[config.mk]
export PLATFORM = sky130hd
export DESIGN_NAME = chip8_mem_arbiter
export DESIGN_NICKNAME = d
export VERILOG_FILES = /design/src/rtl/chip8_pkg.sv /design/src/rtl/chip8_rr_pick.sv /design/src/rtl/chip8_mem_arbiter.sv
export SDC_FILE = /design/constraint.sdc
export NUM_CORES = 1
export LEC_CHECK = 0
export ABC_AREA = 1
export ABC_CLOCK_PERIOD_IN_PS = 1890
export CAP_MARGIN = 20
export CORE_ASPECT_RATIO = 1.5
export CORE_UTILIZATION = 43
export DETAILED_ROUTE_END_ITERATION = 10
export PLACE_DENSITY_LB_ADDON = 0.15
export SYNTH_ARGS = -nofsm -noshare
export SYNTH_HDL_FRONTEND = slang
export SYNTH_SLANG_ARGS = --single-unit
[constraint.sdc]
create_clock -name clk -period 1.89 [get_ports clk]
set_input_delay 0.378 -clock clk [delete_from_list [all_inputs] [get_ports clk]]
set_output_delay 0.378 -clock clk [all_outputs]
set_load 0.02 [all_outputs]
[src/rtl/chip8_pkg.sv]
// Shared definitions for the CHIP-8 memory subsystem.
// Requester IDs, FSM states and the program-area boundary.
package chip8_pkg;

    localparam int ADDR_W_DEF = 12;
    localparam int DATA_W_DEF = 8;
    localparam int PROG_START = 'h200;

    typedef enum logic [1:0] {
        ID_NONE = 2'd0,
        ID_LD   = 2'd1,
        ID_CPU  = 2'd2,
        ID_DRW  = 2'd3
    } req_id_t;

    typedef enum logic [1:0] {
        ST_IDLE  = 2'd0,
        ST_ISSUE = 2'd1,
        ST_WAIT  = 2'd2
    } state_t;

endpackage

[src/rtl/chip8_rr_pick.sv]
// Two-way round-robin picker (purely combinational).
// Ports: req_a/req_b requests, last (1 = b served last),
// update enables a pick, pick_a/pick_b one-hot result.
module chip8_rr_pick (
    input  logic req_a,
    input  logic req_b,
    input  logic last,
    input  logic update,
    output logic pick_a,
    output logic pick_b
);

    // On a tie the side not served last wins.
    assign pick_a = update & req_a & (~req_b | last);
    assign pick_b = update & req_b & (~req_a | ~last);

endmodule

[src/rtl/chip8_mem_arbiter.sv]
// Single-port arbiter/sequencer for CHIP-8 main memory.
// Ports: clk/reset; per master (ld, cpu, drw) req/we/addr/wdata/lock
// in, gnt/rvalid/rdata out; mem_* command bus; owner, prot_err, lock_err.
module chip8_mem_arbiter
    import chip8_pkg::*;
#(
    parameter int ADDR_W   = ADDR_W_DEF,
    parameter int DATA_W   = DATA_W_DEF,
    parameter int MEM_LAT  = 1,
    parameter int LOCK_MAX = 64,
    parameter int PROTECT  = 1
) (
    input  logic              clk,
    input  logic              reset,

    input  logic              ld_req,
    input  logic              ld_we,
    input  logic [ADDR_W-1:0] ld_addr,
    input  logic [DATA_W-1:0] ld_wdata,
    input  logic              ld_lock,
    output logic              ld_gnt,
    output logic              ld_rvalid,
    output logic [DATA_W-1:0] ld_rdata,

    input  logic              cpu_req,
    input  logic              cpu_we,
    input  logic [ADDR_W-1:0] cpu_addr,
    input  logic [DATA_W-1:0] cpu_wdata,
    input  logic              cpu_lock,
    output logic              cpu_gnt,
    output logic              cpu_rvalid,
    output logic [DATA_W-1:0] cpu_rdata,

    input  logic              drw_req,
    input  logic              drw_we,
    input  logic [ADDR_W-1:0] drw_addr,
    input  logic [DATA_W-1:0] drw_wdata,
    input  logic              drw_lock,
    output logic              drw_gnt,
    output logic              drw_rvalid,
    output logic [DATA_W-1:0] drw_rdata,

    output logic [ADDR_W-1:0] mem_addr,
    output logic [DATA_W-1:0] mem_wdata,
    output logic              mem_we,
    output logic              mem_re,
    input  logic [DATA_W-1:0] mem_rdata,

    output logic [1:0]        owner,
    output logic              prot_err,
    output logic              lock_err
);

    localparam int TMO_W = $clog2(LOCK_MAX + 1);
    localparam logic [1:0] LAT_LAST =
        (MEM_LAT > 0) ? 2'(MEM_LAT - 1) : 2'd0;

    state_t            state, state_nx;
    req_id_t           owner_q, cmd_id, win;
    logic              cmd_we;
    logic [ADDR_W-1:0] cmd_addr;
    logic [DATA_W-1:0] cmd_wdata;
    logic              last_drw;
    logic [TMO_W-1:0]  tmo;
    logic [1:0]        wait_cnt;
    logic [DATA_W-1:0] ld_q, cpu_q, drw_q;

    logic              win_we;
    logic [ADDR_W-1:0] win_addr;
    logic [DATA_W-1:0] win_wdata;
    logic              owner_req, sel_lock, blocked;
    logic              rr_en, pick_cpu, pick_drw;
    logic              iss, rv;

    assign rr_en = (state == ST_IDLE) && (owner_q == ID_NONE) && !ld_req;

    chip8_rr_pick u_rr (
        .req_a  (cpu_req),
        .req_b  (drw_req),
        .last   (last_drw),
        .update (rr_en),
        .pick_a (pick_cpu),
        .pick_b (pick_drw)
    );

    always_comb begin
        owner_req = 1'b0;
        case (owner_q)
            ID_LD:   owner_req = ld_req;
            ID_CPU:  owner_req = cpu_req;
            ID_DRW:  owner_req = drw_req;
            default: owner_req = 1'b0;
        endcase
    end

    always_comb begin
        sel_lock = 1'b0;
        case (cmd_id)
            ID_LD:   sel_lock = ld_lock;
            ID_CPU:  sel_lock = cpu_lock;
            ID_DRW:  sel_lock = drw_lock;
            default: sel_lock = 1'b0;
        endcase
    end

    always_comb begin
        win_we    = 1'b0;
        win_addr  = '0;
        win_wdata = '0;
        case (win)
            ID_LD: begin
                win_we    = ld_we;
                win_addr  = ld_addr;
                win_wdata = ld_wdata;
            end
            ID_CPU: begin
                win_we    = cpu_we;
                win_addr  = cpu_addr;
                win_wdata = cpu_wdata;
            end
            ID_DRW: begin
                win_we    = drw_we;
                win_addr  = drw_addr;
                win_wdata = drw_wdata;
            end
            default: ;
        endcase
    end

    // Loader writes always land; cpu/draw writes below the program
    // area are swallowed so the interpreter/font region survives bugs.
    assign blocked = (PROTECT != 0) && cmd_we && (cmd_id != ID_LD)
                   && (cmd_addr < ADDR_W'(PROG_START));

    always_ff @(posedge clk) begin
        if (reset) state <= ST_IDLE;
        else       state <= state_nx;
    end

    always_comb begin
        state_nx = state;
        win      = ID_NONE;
        iss      = 1'b0;
        rv       = 1'b0;
        mem_we   = 1'b0;
        mem_re   = 1'b0;
        prot_err = 1'b0;
        lock_err = 1'b0;
        case (state)
            ST_IDLE: begin
                if (owner_q != ID_NONE) begin
                    if (owner_req)
                        win = owner_q;
                    else if (tmo == TMO_W'(LOCK_MAX - 1))
                        lock_err = 1'b1;
                end else if (ld_req) begin
                    win = ID_LD;
                end else if (pick_cpu) begin
                    win = ID_CPU;
                end else if (pick_drw) begin
                    win = ID_DRW;
                end
                if (win != ID_NONE) state_nx = ST_ISSUE;
            end
            ST_ISSUE: begin
                iss = 1'b1;
                if (cmd_we) begin
                    mem_we   = !blocked;
                    prot_err = blocked;
                    state_nx = ST_IDLE;
                end else begin
                    mem_re = 1'b1;
                    if (MEM_LAT == 0) begin
                        rv       = 1'b1;
                        state_nx = ST_IDLE;
                    end else begin
                        state_nx = ST_WAIT;
                    end
                end
            end
            ST_WAIT: begin
                if (wait_cnt == LAT_LAST) begin
                    rv       = 1'b1;
                    state_nx = ST_IDLE;
                end
            end
            default: state_nx = ST_IDLE;
        endcase
        // An access cut short by reset never reports or issues anything.
        if (reset) begin
            iss      = 1'b0;
            rv       = 1'b0;
            mem_we   = 1'b0;
            mem_re   = 1'b0;
            prot_err = 1'b0;
            lock_err = 1'b0;
        end
    end

    always_ff @(posedge clk) begin
        if (reset) begin
            owner_q   <= ID_NONE;
            cmd_id    <= ID_NONE;
            cmd_we    <= 1'b0;
            cmd_addr  <= '0;
            cmd_wdata <= '0;
            last_drw  <= 1'b1;
            tmo       <= '0;
            wait_cnt  <= 2'd0;
            ld_q      <= '0;
            cpu_q     <= '0;
            drw_q     <= '0;
        end else begin
            if (state == ST_IDLE && win != ID_NONE) begin
                cmd_id    <= win;
                cmd_we    <= win_we;
                cmd_addr  <= win_addr;
                cmd_wdata <= win_wdata;
            end
            if (iss) begin
                owner_q <= sel_lock ? cmd_id : ID_NONE;
                if (cmd_id == ID_CPU) last_drw <= 1'b0;
                if (cmd_id == ID_DRW) last_drw <= 1'b1;
            end else if (lock_err) begin
                owner_q <= ID_NONE;
            end
            if (state == ST_IDLE && owner_q != ID_NONE
                && !owner_req && !lock_err)
                tmo <= tmo + 1'b1;
            else
                tmo <= '0;
            wait_cnt <= (state == ST_WAIT) ? wait_cnt + 2'd1 : 2'd0;
            if (rv) begin
                case (cmd_id)
                    ID_LD:   ld_q  <= mem_rdata;
                    ID_CPU:  cpu_q <= mem_rdata;
                    ID_DRW:  drw_q <= mem_rdata;
                    default: ;
                endcase
            end
        end
    end

    assign ld_gnt     = iss && (cmd_id == ID_LD);
    assign cpu_gnt    = iss && (cmd_id == ID_CPU);
    assign drw_gnt    = iss && (cmd_id == ID_DRW);
    assign ld_rvalid  = rv && (cmd_id == ID_LD);
    assign cpu_rvalid = rv && (cmd_id == ID_CPU);
    assign drw_rvalid = rv && (cmd_id == ID_DRW);

    // Read data is visible in the rvalid cycle itself, then held.
    assign ld_rdata  = ld_rvalid  ? mem_rdata : ld_q;
    assign cpu_rdata = cpu_rvalid ? mem_rdata : cpu_q;
    assign drw_rdata = drw_rvalid ? mem_rdata : drw_q;

    assign mem_addr  = cmd_addr;
    assign mem_wdata = cmd_wdata;
    assign owner     = owner_q;

endmodule

* Word-level counts from Yosys, hierarchy flattened
Cells that the tools add are included.
** Storage, ports and cells
- Register bits after elaboration :: 61
- Output and inout bits :: 56
- Word-level logic and storage cells :: 117
** Operators by class
- $add $sub $neg :: 2
- Order comparisons :: 1
- Equality and inequality tests :: 15
- Multiplexer cells :: 43
- Bitwise gates (word level) :: 11
- Reduce and logical (&&, ||, !) cells :: 33
** Operator list (number)
- 12-bit one-hot mux with 3 select lines :: 1
- 2-bit two-way mux :: 13
- 8-bit two-way mux :: 3
- 8-bit one-hot mux with 3 select lines :: 1
- 1-bit two-way mux :: 21
- 2-bit equality test (second input constant) :: 7
- 1-bit logical AND :: 14
- 12-bit by 10-bit < comparator with 1-bit output (second input constant) :: 1
- 2-bit AND reduction :: 5
- 2-bit nonzero test :: 5
- 1-bit one-hot mux with 3 select lines :: 3
- 2-bit by 1-bit equality test with 1-bit output (second input constant) :: 4
- 7-bit by 1-bit adder with 7-bit output (second input constant) :: 1
- 7-bit by 6-bit equality test with 1-bit output (second input constant) :: 1
- 2-bit logical NOT :: 3
- 2-bit one-hot mux with 3 select lines :: 1
- 1-bit NOT :: 5
- 1-bit AND :: 4
- 1-bit logical NOT :: 4
- 2-bit by 1-bit != test with 1-bit output (second input constant) :: 2
- 2-bit OR reduction :: 2
- 2-bit by 1-bit adder with 2-bit output (second input constant) :: 1
- 2-bit != test (second input constant) :: 1
- 1-bit OR :: 2

* Longest topological paths before layout
- Word-level depth :: 13
- Depth in mapped cells :: 12
- Depth with buffers taken out :: 10

* Hierarchy
Synthesis repeated with hierarchy kept, for this count alone.
** Unflattened totals
- Cells, all modules :: 476
- Area total of the unflattened synthesis :: 3248.1 sq um
** Modules (own cells, without submodules)
- chip8_mem_arbiter :: instances 1, cells an instance 471, area an instance 3226.8 sq um, sequential area each 1221.2 sq um
- chip8_rr_pick :: instances 1, cells an instance 5, area an instance 21.3 sq um, sequential area each 0.0 sq um

* Worst setup path after synthesis
OpenSTA, ideal clock, no wires.
- Path type :: register -> output
- From :: register wait_cnt[0]
- To :: output port cpu_rdata[6]
- Arrival time :: 1.450 ns
- Data required time :: 1.512 ns
- Setup slack :: 0.062 ns
- Stages on the path, launching flop included :: 10
- Path buffers :: 0
- Path through :: dfxtp_1 inv_1 ha_1 nand2_2 inv_1 nand2_2 inv_2 or2_2 o21ai_0 inv_1
** On the way
- Longest elaborated chain between the ends :: 6
** Ends and longest elaborated chain
- start, declared :: RTL line chip8_mem_arbiter.sv:65 : logic [1:0] wait_cnt;
- start signal, assigned :: RTL line chip8_mem_arbiter.sv:232 : wait_cnt <= (state == ST_WAIT) ? wait_cnt + 2'd1 : 2'd0;
- 2-bit logical NOT :: RTL line chip8_mem_arbiter.sv:182 : if (wait_cnt == LAT_LAST) begin
- 1-bit two-way mux :: RTL line chip8_mem_arbiter.sv:182
- 1-bit two-way mux :: RTL line chip8_mem_arbiter.sv:149 : case (state)
- 1-bit two-way mux :: RTL line chip8_mem_arbiter.sv:190 : if (reset) begin
- 1-bit logical AND :: RTL line chip8_mem_arbiter.sv:248 : assign cpu_rvalid = rv && (cmd_id == ID_CPU);
- named net cpu_rvalid :: RTL line chip8_mem_arbiter.sv:31 : output logic cpu_rvalid,
- 8-bit two-way mux :: RTL line chip8_mem_arbiter.sv:253 : assign cpu_rdata = cpu_rvalid ? mem_rdata : cpu_q;
- end, declared :: RTL line chip8_mem_arbiter.sv:32 : output logic [DATA_W-1:0] cpu_rdata,
The timed path passes the listed nets, and every way through them passes these cells.

* Final worst setup path
- From :: register state[1]
- To :: output port drw_rdata[6]
** On the way
- Longest elaborated chain between the ends :: 5
** Ends and longest elaborated chain
- start, declared :: RTL line chip8_mem_arbiter.sv:58 : state_t state, state_nx;
- start signal, assigned :: RTL line chip8_mem_arbiter.sv:137 : else state <= state_nx;
- 2-bit equality test :: RTL line chip8_mem_arbiter.sv:149
- 1-bit two-way mux :: RTL line chip8_mem_arbiter.sv:149
- 1-bit two-way mux :: RTL line chip8_mem_arbiter.sv:190
- 1-bit logical AND :: RTL line chip8_mem_arbiter.sv:249 : assign drw_rvalid = rv && (cmd_id == ID_DRW);
- 8-bit two-way mux :: RTL line chip8_mem_arbiter.sv:254 : assign drw_rdata = drw_rvalid ? mem_rdata : drw_q;
- end, declared :: RTL line chip8_mem_arbiter.sv:41 : output logic [DATA_W-1:0] drw_rdata,
Every way passes these cells.

==> summary.md <==
| Metric | Value |
|---|---|
| Clk root buf | clkbuf_8 |
| Layout Utilization | 0.791 |
| Synth-to-Final Area Change | 78.5% |
| 1st-iter DRT viols | about 180 |
| Post-synthesis compound-gate area fraction | 0.117 |
| Detailed placement HPWL | roughly 7000 um |
| IO Pins | roughly 140 |
| Largest net degree at the start of global routing | 35 |
| Post-synth EDFFs | 0 |
| Starting Density | 0.443 |
| Register area share after synthesis | 0.384 |
| DRC | 0 |
| Hold depth | 1 |
| Setup tns final | -8220 ps |
| Avg Inst Size Synth | 6.78 um^2 |
| Final antenna-violating net count | 0 |
| Placed insts | ~740 |
| Die H | between 100 and 150 um |
| GRT Overall Usage | 0.260 |
| Post-synthesis mux area share | 0 |
| Final-stage net count | 768 |
| Status | finished with violations |
| PortBufs | 134 |
| Top post-synthesis cells by area | dfxtp_1 38%, nor2_1 11%, nand3_1 8.7%, nand2_1 6.8%, o21ai_0 6.8% |
| DR vias | 3,791 |
| Min cycle time layout | 2290 ps |
| Max_cap viols | 0 |
| Layout cells sized above 1 | 0.355 |
| Fillers | 517 |
| Clock Skew | 6.38 ps |
| Power Density | 682 nW/um^2 |
| Hold Path Class | flop to flop |
| Synth Area in XOR/XNOR | 0.00551 |
| Most common cell after layout, fill and taps aside | clkdlybuf4s50_1 |
| Clock Sinks | 61 |
| Max-slew violation count | 0 |
| Drt wl/cell | 13.4 um |
| Setup violators final | 27 |
| Most frequent cells in the layout | 98 x clkdlybuf4s50_1, 93 x buf_4, 83 x nor2_1, 55 x nand3_1, 54 x nand2_1 |
| Register Area | 1230 um^2 |
| CTS buffer count | 9 |
| Worst skew pair latency | 340 ps |
| Area of the multi-input gates | 1880 um^2 |
| Cells on worst reg2reg path | 14 |
| Worst Setup Start Kind | flop |
| Router iterations before antenna repair | 4 |
| CTS tree | done |
| RSZ-0062 raised after global routing | true |
| Final Hold Viols | 0 |
| Top cell type's share of synthesized area | 0.384 |
| Share of flip-flops with an asynchronous set or reset | 0 |
| CTS Hold Bufs | 0 |
| Synthesis-stage register bit count | slightly above 60 |
| Core area | 7180 um^2 |
| Post-synth cell types | 34 |
| Crit path required time | 1510 ps |
| Comb power frac | 0.341 |
| Measured slew at the worst slew-check pin | between 300 and 400 ps |
| Synth Cell Area | ~3200 um^2 |
| Syn nets | 550 |
| Cell-internal power | 2.60 mW |
| Cells after Synth | 469 |
| Worst setup margin | -402 ps |
| CP max FO | 6 |
| Fmax | 436 MHz |
| Area leader, netlist | dfxtp_1 |
| Clock-pin slew on the worst setup and hold paths | 60 ps |
| Die Wd | 72.2 um |
| Yosys warning count | 0 |
| Clock buffer depth | 2 |
| Overflow left after global routing | 0 |
| Clock power share | 0.283 |
| Diodes inserted | 0 |
| Fin cells | a little under 800 |
| Via/cell ratio | ~4.8 |
| Vias in the first global route | 3,656 |
| Fin crit share | 1.21 |
| Post-Synth Simple-Gate Area | 0.368 |
| Max VDD drop | 0.409 mV |
| Arrival time worst endpoint | between 1500 and 2000 ps |
| Primary FF master, synth | dfxtp_1 |
| Row count | 38 |
| Net Switching | 1.27 mW |
| Largest family of logic cells by synthesized area | simple AND/OR/NAND/NOR gates |
| Critical path type | flop to output port |
| Failing checks | negative setup slack |
| Worst Setup End Kind | output port |
| # H-tree levels | 3 |
| Sequential Power Share | 0.376 |
| Sw Ratio | 0.329 |
| First-pass GRT wire length | 15,700 um |
| Worst rel slew slack | 0.770 |
| Initial antenna violation count | 0 |
| Leakage | 2.81 nW |
| Final weighted congestion in routability-driven placement | 0.804 |
| Die area | 7750 um^2 |
| Drt total wl | ~11,000 um |
| Adder-cell area share of the yosys netlist | 0.00787 |
-- worst max-delay path: stages (launching register included) --
cell	delay (ps)
dfxtp_2	340
inv_2	50
nor3_4	240
nand2_4	100
nor2_4	160
clkinvlp_4	140
buf_6	170
o21ai_4	140
inv_1	60
buf_4	150
-- worst paths after layout --
| kind | start | endpoint | slack (ps) |
|---|---|---|---|
| max | state[1] | drw_rdata[6] | -400 |
| min | wait_cnt[0] | wait_cnt[0] | 410 |
| max reg2reg | tmo[0] | tmo[4] | 20 |
| min reg2reg | wait_cnt[0] | wait_cnt[0] | 410 |
-- power groups by stage --
stage	clock network [mW]	logic, mW	registers [mW]
final	1.09	1.32	1.46
after global routing	1.16	1.44	1.47
after CTS	1.10	1.25	1.45
after detailed placement	0	1.22	1.47
after global placement	0	1.20	1.47
after floorplan	0	0.570	1.57
-- cells in the mapped netlist (2+ instances only) --
cell type  number
inv_2           8
o21ai_0        43
o21ai_2         6
nand2_4         2
inv_1          56
nor2_4          4
clkbuf_1        5
dfxtp_1        61
o21ai_1        11
a21oi_1         7
or2_0           5
nand2_2         7
buf_2           4
ha_1            2
nor2_1         89
clkinv_1        2
buf_6           2
or2_2          20
nand3_1        55
nand2_1        58
nor3_1          4
buf_4           6
-- per-stage QoR --
step	total power, mW	hold WS (ps)	cell area (um^2)	setup slack, ps
global placement	2.67	400	4970	-836
floorplan	2.14	392	3180	61.6
finish	3.87	414	5680	-402
CTS	3.80	412	5340	-309
detailed placement	2.69	414	4970	-884
global route	4.06	419	5680	-460
-- cell type report --
type	count	area share
Inverter	66	0.0459
Clock inverter	6	0.00970
Multi-Input combinational cell	325	0.330
Tap cell	100	0.0220
Timing Repair inverter	1	0.00132
Clock buffer	9	0.0218
Sequential cell	61	0.217
Timing Repair Buffer	223	0.352
-- flip-flops by register name, summed over array words and instances, names as in the netlist, 2 cells and up --
register and count:
mem_addr 12, cpu_q 8, drw_q 8, ld_q 8, mem_wdata 8, tmo 7
cmd_id 2, owner 2, state 2, wait_cnt 2
-- logic make-up after synthesis --
group / count (synthesis)
AO/OA/AOI/OAI: 69
XOR/XNOR: 2
adder cells (fa/ha/maj): 2
buffers and inverters: 85
flip-flops: 61
AND/OR/NAND/NOR: 250
-- what timing repair did --
| action | 4_1_cts | 5_1_grt |
|---|---|---|
| buffers inserted | 20 | 13 |
| setup endpoints to repair | 35 | 57 |
| gates cloned | 0 | 3 |
| pin swaps | 8 | 12 |
| gates resized for setup | 222 | 64 |
-- metal layers --
layer	wire length [um]	GRT usage
met2	5910	0.485
met3	566	0.0552
met5	0	0
met4	201	0.136
met1	3950	0.264
(Power assumes the default switching activity.)
